### src/rtl/branch_predictor.sv
// Bimodal branch predictor: direct-mapped 2-bit counter table plus a BTB, trained one cycle
// after execute resolves a branch. Define BP_GSHARE_EN to XOR global history into the counter index.
module branch_predictor #(
  parameter int INDEX_BITS = 6,
  parameter int GHR_BITS   = 6
) (
  input  logic        clk,
  input  logic        rst_n,
  input  logic [31:0] pc_f_i,
  output logic        predict_taken_o,
  output logic [31:0] predict_target_o,
  input  logic        execute_is_branch_i,
  input  logic        execute_branch_taken_i,
  input  logic [31:0] execute_pc_i,
  input  logic [31:0] execute_target_i,
  input  logic        branch_mispredict_i,
  output logic [31:0] branch_count_o,
  output logic [31:0] mispredict_count_o
);

  localparam int ENTRIES  = 1 << INDEX_BITS;
  localparam int TAG_BITS = 30 - INDEX_BITS;

  logic [1:0]          ctr_q    [ENTRIES];
  logic                valid_q  [ENTRIES];
  logic [TAG_BITS-1:0] tag_q    [ENTRIES];
  logic [31:0]         target_q [ENTRIES];

  logic        upd_is_branch;
  logic        upd_taken;
  logic        upd_mispredict;
  logic [31:0] upd_pc;
  logic [31:0] upd_target;

  logic [INDEX_BITS-1:0] f_idx, f_cidx, u_idx, u_cidx;
  logic [TAG_BITS-1:0]   f_tag, u_tag;
  logic                  f_hit;

  assign f_idx = pc_f_i[INDEX_BITS+1:2];
  assign f_tag = pc_f_i[31:INDEX_BITS+2];
  assign u_idx = upd_pc[INDEX_BITS+1:2];
  assign u_tag = upd_pc[31:INDEX_BITS+2];

`ifdef BP_GSHARE_EN
  logic [GHR_BITS-1:0] ghr_q;

  // Lookup and update both hash with the committed history; the shift lands after the write.
  assign f_cidx = f_idx ^ INDEX_BITS'(ghr_q);
  assign u_cidx = u_idx ^ INDEX_BITS'(ghr_q);

  always_ff @(posedge clk) begin
    if (!rst_n) begin
      ghr_q <= '0;
    end else if (upd_is_branch) begin
      ghr_q <= {ghr_q[GHR_BITS-2:0], upd_taken};
    end
  end
`else
  assign f_cidx = f_idx;
  assign u_cidx = u_idx;
`endif

  // Table reads are plain register reads, so a same-cycle write is not visible until next cycle.
  assign f_hit            = valid_q[f_idx] && (tag_q[f_idx] == f_tag);
  assign predict_taken_o  = f_hit && ctr_q[f_cidx][1];
  assign predict_target_o = predict_taken_o ? target_q[f_idx] : pc_f_i + 32'd4;

  // NOTE: sequential state uses non-blocking assignments so every register samples pre-edge values.
  always_ff @(posedge clk) begin
    if (!rst_n) begin
      upd_is_branch  <= 1'b0;
      upd_taken      <= 1'b0;
      upd_mispredict <= 1'b0;
      upd_pc         <= '0;
      upd_target     <= '0;
    end else begin
      upd_is_branch  <= execute_is_branch_i;
      upd_taken      <= execute_branch_taken_i;
      upd_mispredict <= branch_mispredict_i;
      upd_pc         <= execute_pc_i;
      upd_target     <= execute_target_i;
    end
  end

  always_ff @(posedge clk) begin
    if (!rst_n) begin
      for (int i = 0; i < ENTRIES; i++) begin
        ctr_q[i]   <= 2'b01;
        valid_q[i] <= 1'b0;
      end
    end else if (upd_is_branch) begin
      if (upd_taken) begin
        if (ctr_q[u_cidx] != 2'b11) ctr_q[u_cidx] <= ctr_q[u_cidx] + 2'd1;
        valid_q[u_idx] <= 1'b1;
      end else begin
        if (ctr_q[u_cidx] != 2'b00) ctr_q[u_cidx] <= ctr_q[u_cidx] - 2'd1;
      end
    end
  end

  // NOTE: tag/target storage has no reset; valid_q alone gates its use, keeping it plain RAM.
  always_ff @(posedge clk) begin
    if (rst_n && upd_is_branch && upd_taken) begin
      tag_q[u_idx]    <= u_tag;
      target_q[u_idx] <= upd_target;
    end
  end

  always_ff @(posedge clk) begin
    if (!rst_n) begin
      branch_count_o     <= '0;
      mispredict_count_o <= '0;
    end else if (upd_is_branch) begin
      branch_count_o <= branch_count_o + 32'd1;
      if (upd_mispredict) mispredict_count_o <= mispredict_count_o + 32'd1;
    end
  end

  logic unused_bits;
  assign unused_bits = ^{pc_f_i[1:0], upd_pc[1:0], (GHR_BITS > 0)};

endmodule
### config.mk
export PLATFORM = sky130hd
export DESIGN_NAME = branch_predictor
export DESIGN_NICKNAME = d
export VERILOG_FILES = /design/src/rtl/branch_predictor.sv
export SDC_FILE = /design/constraint.sdc
export NUM_CORES = 2
export LEC_CHECK = 0
export CAP_MARGIN = 20
export CORE_MARGIN = 2
export CORE_UTILIZATION = 25
export DETAILED_ROUTE_END_ITERATION = 8
export HOLD_SLACK_MARGIN = 0.08
export PLACE_DENSITY = 0.47
export RECOVER_POWER = 100
export SETUP_SLACK_MARGIN = 0.3
export SYNTH_ARGS = -nofsm -noshare
export SYNTH_HDL_FRONTEND = slang
export SYNTH_SLANG_ARGS = --single-unit
### constraint.sdc
create_clock -name clk -period 6.85 [get_ports clk]
set_input_delay 1.37 -clock clk [delete_from_list [all_inputs] [get_ports clk]]
set_output_delay 1.37 -clock clk [all_outputs]
set_load 0.05 [all_outputs]
* Word-level counts from Yosys, hierarchy flattened
Memory sizes are Yosys's and may differ from the RTL's. A register that Yosys moved wholly into a read port is not among the register bits.
Cells that the tools add are included.
** Operators by class
- Mux-type cells :: 26
- Eq/ne operators :: 2
- Bitwise logic cells :: 1
- Reductions and logical operators :: 8
- Add/subtract/negate cells :: 5
** Operators with widths (count)
- $add A32 B1 Y32 const B :: 2
- $add A32 B3 Y32 const B :: 1
- $mux W32 :: 1
- $eq A24 B24 Y1 :: 1
- $mux W1 :: 20
- $mux W6 :: 3
- $logic_and A1 B1 Y1 :: 4
- $mux W2 :: 2
- $add A2 B1 Y2 const B :: 1
- $ne A2 B2 Y1 const B :: 1
- $reduce_and A2 Y1 :: 1
- $reduce_bool A2 Y1 :: 1
- $reduce_or A2 Y1 :: 1
- $sub A2 B1 Y2 const B :: 1
- $or A1 B1 Y1 :: 1
- $reduce_or A1 Y1 :: 1
** Word-level totals
- Memories :: 4
- Output and inout bits :: 97
- Input port bits :: 101
- Memory bits (writable) :: 3776
- Register bits :: 131
- Logic and storage cells :: 53
** Memories
- target_q :: words 64, width 32, read ports 1, clocked after Yosys merged registers in 0, wr ports 1, RTL line 27 : logic [31:0] target_q [ENTRIES];
- tag_q :: words 64, width 24, read ports 1, clocked after Yosys merged registers in 0, wr ports 1, RTL line 26 : logic [TAG_BITS-1:0] tag_q [ENTRIES];
- ctr_q :: words 64, width 2, read ports 2, clocked after Yosys merged registers in 1, wr ports 64, RTL line 24 : logic [1:0] ctr_q [ENTRIES];
- valid_q :: words 64, width 1, read ports 1, clocked after Yosys merged registers in 0, wr ports 64, RTL line 25 : logic valid_q [ENTRIES];

* Longest topological paths before layout
- Depth after elaboration :: 9
- Mapped depth :: 17

* Worst setup path before layout
OpenSTA, ideal clock, no wires.
- Kind :: input to output
- Start :: input port pc_f_i[2]
- End :: output port predict_taken_o
- Arrival :: 5.597 ns
- Buffers on the path :: 2
- Cell stages on the path :: 11
- Required time :: 5.480 ns
- Slack :: -0.117 ns
- Path through :: buf_6 buf_2 mux4_2 mux4_2 mux2i_1 mux2i_1 xnor2_1 or3_1 nor3_1 or3b_1 nor4_1
** Between the ends
- Cells in the longest elaborated chain, start to end :: 4
** Ends and longest elaborated chain
- start, declared :: RTL line 9 : input logic [31:0] pc_f_i,
- $mem_v2 Z64 W24
- $eq A24 B24 Y1 :: RTL line 64 : assign f_hit = valid_q[f_idx] && (tag_q[f_idx] == f_tag);
- $logic_and A1 B1 Y1 :: RTL line 64
- $logic_and A1 B1 Y1 (*) :: RTL line 65 : assign predict_taken_o = f_hit && ctr_q[f_cidx][1];
- end, declared :: RTL line 10 : output logic predict_taken_o,
Mark *: on every way between the ends. The rest lies on a longest branch, timed or not.

* Final worst setup path
- Start :: input port pc_f_i[2]
- End :: output port predict_target_o[21]
** Between the ends
- Cells in the longest elaborated chain, start to end :: 5
** Ends and longest elaborated chain
- $mem_v2 Z64 W24
- $eq A24 B24 Y1 :: RTL line 64
- $logic_and A1 B1 Y1 :: RTL line 64
- $logic_and A1 B1 Y1 :: RTL line 65
- $mux W32 (*) :: RTL line 66 : assign predict_target_o = predict_taken_o ? target_q[f_idx] : pc_f_i + 32'd4;
- end, declared :: RTL line 11 : output logic [31:0] predict_target_o,
Marks and branches as above.

==> flow_summary_export.csv <==
group,metric,value,unit
yosys,syn_area_per_cell,21.8,sq um
power_and_ir_drop,p_leak,61.8,nW
clock_network,cts_hold_buf,0,
yosys,synthesis.area,151000,sq um
status,outcome,"finished with violations",
worst_hold_path,hp-class,"flop to flop",
clock_network,clkSinkCount,3905,
worst_setup_path,cp.required,5.48,ns
yosys,synth-async-reset-ratio,0,%
clock_network,root_buffer,"clkbuf_16",
timing,fin_crit_sh,98.0,%
timing,maxSlewViolCount,5187,
routing,antenna_left,0,
global_routing,grt_first_pass_wirelength,696,mm
power_and_ir_drop,vdd_drop_max,212,uV
routing,first_iter_violations,10865,
yosys,ys_types,85,
placement,place.gp.congestion,0.807,
floorplan,pin_count,198,
routing,dr.pass1.iters,6,
global_routing,grt_overflow,0,
global_routing,grt_max_degree,143,
clock_network,clock_latency,1.03,ns
clock_network,cts_tree,"built",
clock_network,clockBufferDepth,4,
clock_network,clk_pin_slew,0.05,ns
timing,max_freq,149,MHz
final_layout,finalInstanceArea,181000,sq um
global_routing,grt_pass1_vias,79683,
routing,wl_per_cell,32.3,um
final_layout,fin_util,30.0,%
placement,io_buffers,195,
yosys,synth_top_area_share,73.6,%
yosys,yosysWarningCount,0,
yosys,synth_top_area_cell,"edfxtp_1",
status,violations,"max-capacitance violations, max-slew violations",
floorplan,core_area,603000,sq um
worst_setup_path,cp_max_fo,8,
flow_run,drv_cap,114,
routing,routed_wl,520,mm
timing,min_period,6.71,ns
global_routing,antenna_found_initial,56,
yosys,syn_inst,6934,
routing,drc,0,
timing,slew_headroom,-107,%
power_and_ir_drop,p_per_area,279,nW/um^2
global_routing,grt_usage,16.4,%
timing,hold_viol,0,
worst_hold_path,whs_path_depth,1,
yosys,synth_common_cells,"3712 x edfxtp_1, 1052 x mux4_2, 243 x nand2_1",
worst_setup_path,reg2regPathDepth,11,
worst_setup_path,crit_type,"input pin to output port",
floorplan,die_area,612000,sq um
yosys,synth_seq_area_share,76.1,%
routing,vias,78781,
floorplan,dieWidth,782,um
power_and_ir_drop,finalPower,50.6,mW
routing,viasPerCell,4.89,
yosys,synth_nets,7038,
timing,fin_skew,0.107,ns
worst_setup_path,start_kind,"input pin",
floorplan,rows,285,
final_layout,area_growth,19.6,%
final_layout,drive_gt1_share,29.0,%
yosys,synth_edf_count,3712,
floorplan,die_y,782,um
placement,dp_hpwl,292,mm
yosys,synthFlopType,"edfxtp_1",
floorplan,start_util,25.1,%
yosys,yosysMostFrequentCell,"edfxtp_1",
timing,rsz0062_at_grt,"true",
final_layout,final_nets,7807,
timing,worstMarginPinSlew,3.10,ns
worst_setup_path,arrival,5.34,ns
clock_network,cts_buffers,404,
worst_setup_path,critPathCaptureType,"output port",
clock_network,h-tree-depth,5,
timing,setup_viol,0,
yosys,ys_top_cells_by_area,"edfxtp_1 74%, mux4_2 16%, dfxtp_1 2.6%",
yosys,synth_seq_cells,3905,
placement,dpl_cell_area,168000,sq um
-- worst max-delay path, stage by stage --
cell,delay [ns]
buf_16,0.16
buf_16,0.17
buf_4,0.12
buf_12,0.11
mux4_2,0.50
mux4_2,0.58
nor2_2,0.16
a211oi_2,0.08
a31oi_4,0.29
xnor2_4,0.16
nor4b_2,0.39
nand4_4,0.15
buf_12,0.20
buf_16,0.16
mux2_2,0.41
buf_12,0.20
-- registers in the layout (all words and copies together) (netlist names), 30 cells and up --
register / count
tag_q: 1536
valid_q: 64
target_q: 2048
upd_pc: 30
upd_target: 32
branch_count_o: 32
mispredict_count_o: 32
ctr_q: 128
-- path summary, 6_finish.rpt --
path         slack, ns                   end         from
max               0.14  predict_target_o[21]    pc_f_i[2]
max reg2reg       1.26          ctr_q[58][1]    upd_pc[4]
min               0.45           valid_q[14]  valid_q[14]
min reg2reg       0.45           valid_q[14]  valid_q[14]
-- power breakdown --
group	leakage [nW]	switching, mW	internal [mW]
Sequential	40.0	0.144	26.2
Clock	6.33	9.52	12.2
Combinational	15.5	1.53	1.04
-- cell families after synthesis --
family / after synthesis / synth area share, %
mux: 1264 / 17.2
compound gates: 456 / 2.09
xor+xnor: 100 / 0.578
fa+ha+maj: 3 / 0.0248
buf+inv: 404 / 1.32
flops: 3905 / 76.1
simple gates: 802 / 2.68
-- timing repair --
| item | in CTS | in global routing |
|---|---|---|
| gates resized for setup | 102 | 36 |
| buffers inserted | 19 | 17 |
| cloned | 13 | 4 |
| pin swaps | 17 | 14 |
| endpoints found under the setup margin | 33 | 33 |
-- through the flow --
step | setup TNS, ns | setup WS, ns | hold WS, ns | std cells
2_1_floorplan | 0 | 0.444 | 0.423 | 6934
3_3_place_gp | -8.44 | -0.502 | 0.430 | 15236
3_5_place_dp | -7.74 | -0.483 | 0.438 | 15244
4_1_cts | 0 | 0.279 | 0.452 | 16028
5_1_grt | 0 | 0.0911 | 0.464 | 16099
6_report | 0 | 0.136 | 0.449 | 16112
-- area by class of cell --
cell class              instances  area [sq um]
multi-input cells            2625         34700
clock inverters               208          2000
well taps                    8036         10100
fillers                     58402        422000
diodes                         27          67.6
repair buffers                751          7890
inverters                      16          80.1
clock buffers                 544         11000
flip-flops and latches       3905        115000
-- cell usage in the layout, fill, tap and decap left out, types with 24 or more instances in the layout --
cell type,synthesis,layout
edfxtp_1,3712,3712
mux2_4,29,26
a21o_1,65,65
diode_2,0,27
clkinv_1,1,69
mux4_2,1052,1052
and2_0,1,73
and3_1,29,28
nor2_1,125,93
xnor2_1,81,75
clkdlybuf4s50_1,0,91
clkbuf_4,0,34
mux2_2,32,35
nor3_1,75,73
nand2_1,243,243
bufinv_16,0,24
and2_1,124,51
clkbuf_2,0,56
buf_12,1,114
o21ai_0,111,107
nand3_1,69,68
clkinv_2,0,71
clkbuf_8,0,28
clkbuf_16,0,412
clkbuf_1,174,175
buf_16,0,24
buf_4,35,260
dlygate4sd3_1,0,64
mux2i_1,151,141
dfxtp_1,193,191
a22oi_1,44,43
a21oi_1,39,36
-- layer usage --
metal | vias to the layer above | track usage [%] | part of all wire [%]
li1 | 30802 | - | -
met1 | 43552 | 22.9 | 42
met2 | 3680 | 26.5 | 47
met3 | 735 | 2.95 | 8.4
met4 | 12 | 4.18 | 2.9
met5 | - | 0 | 0.015
(Power assumes the default switching activity.)
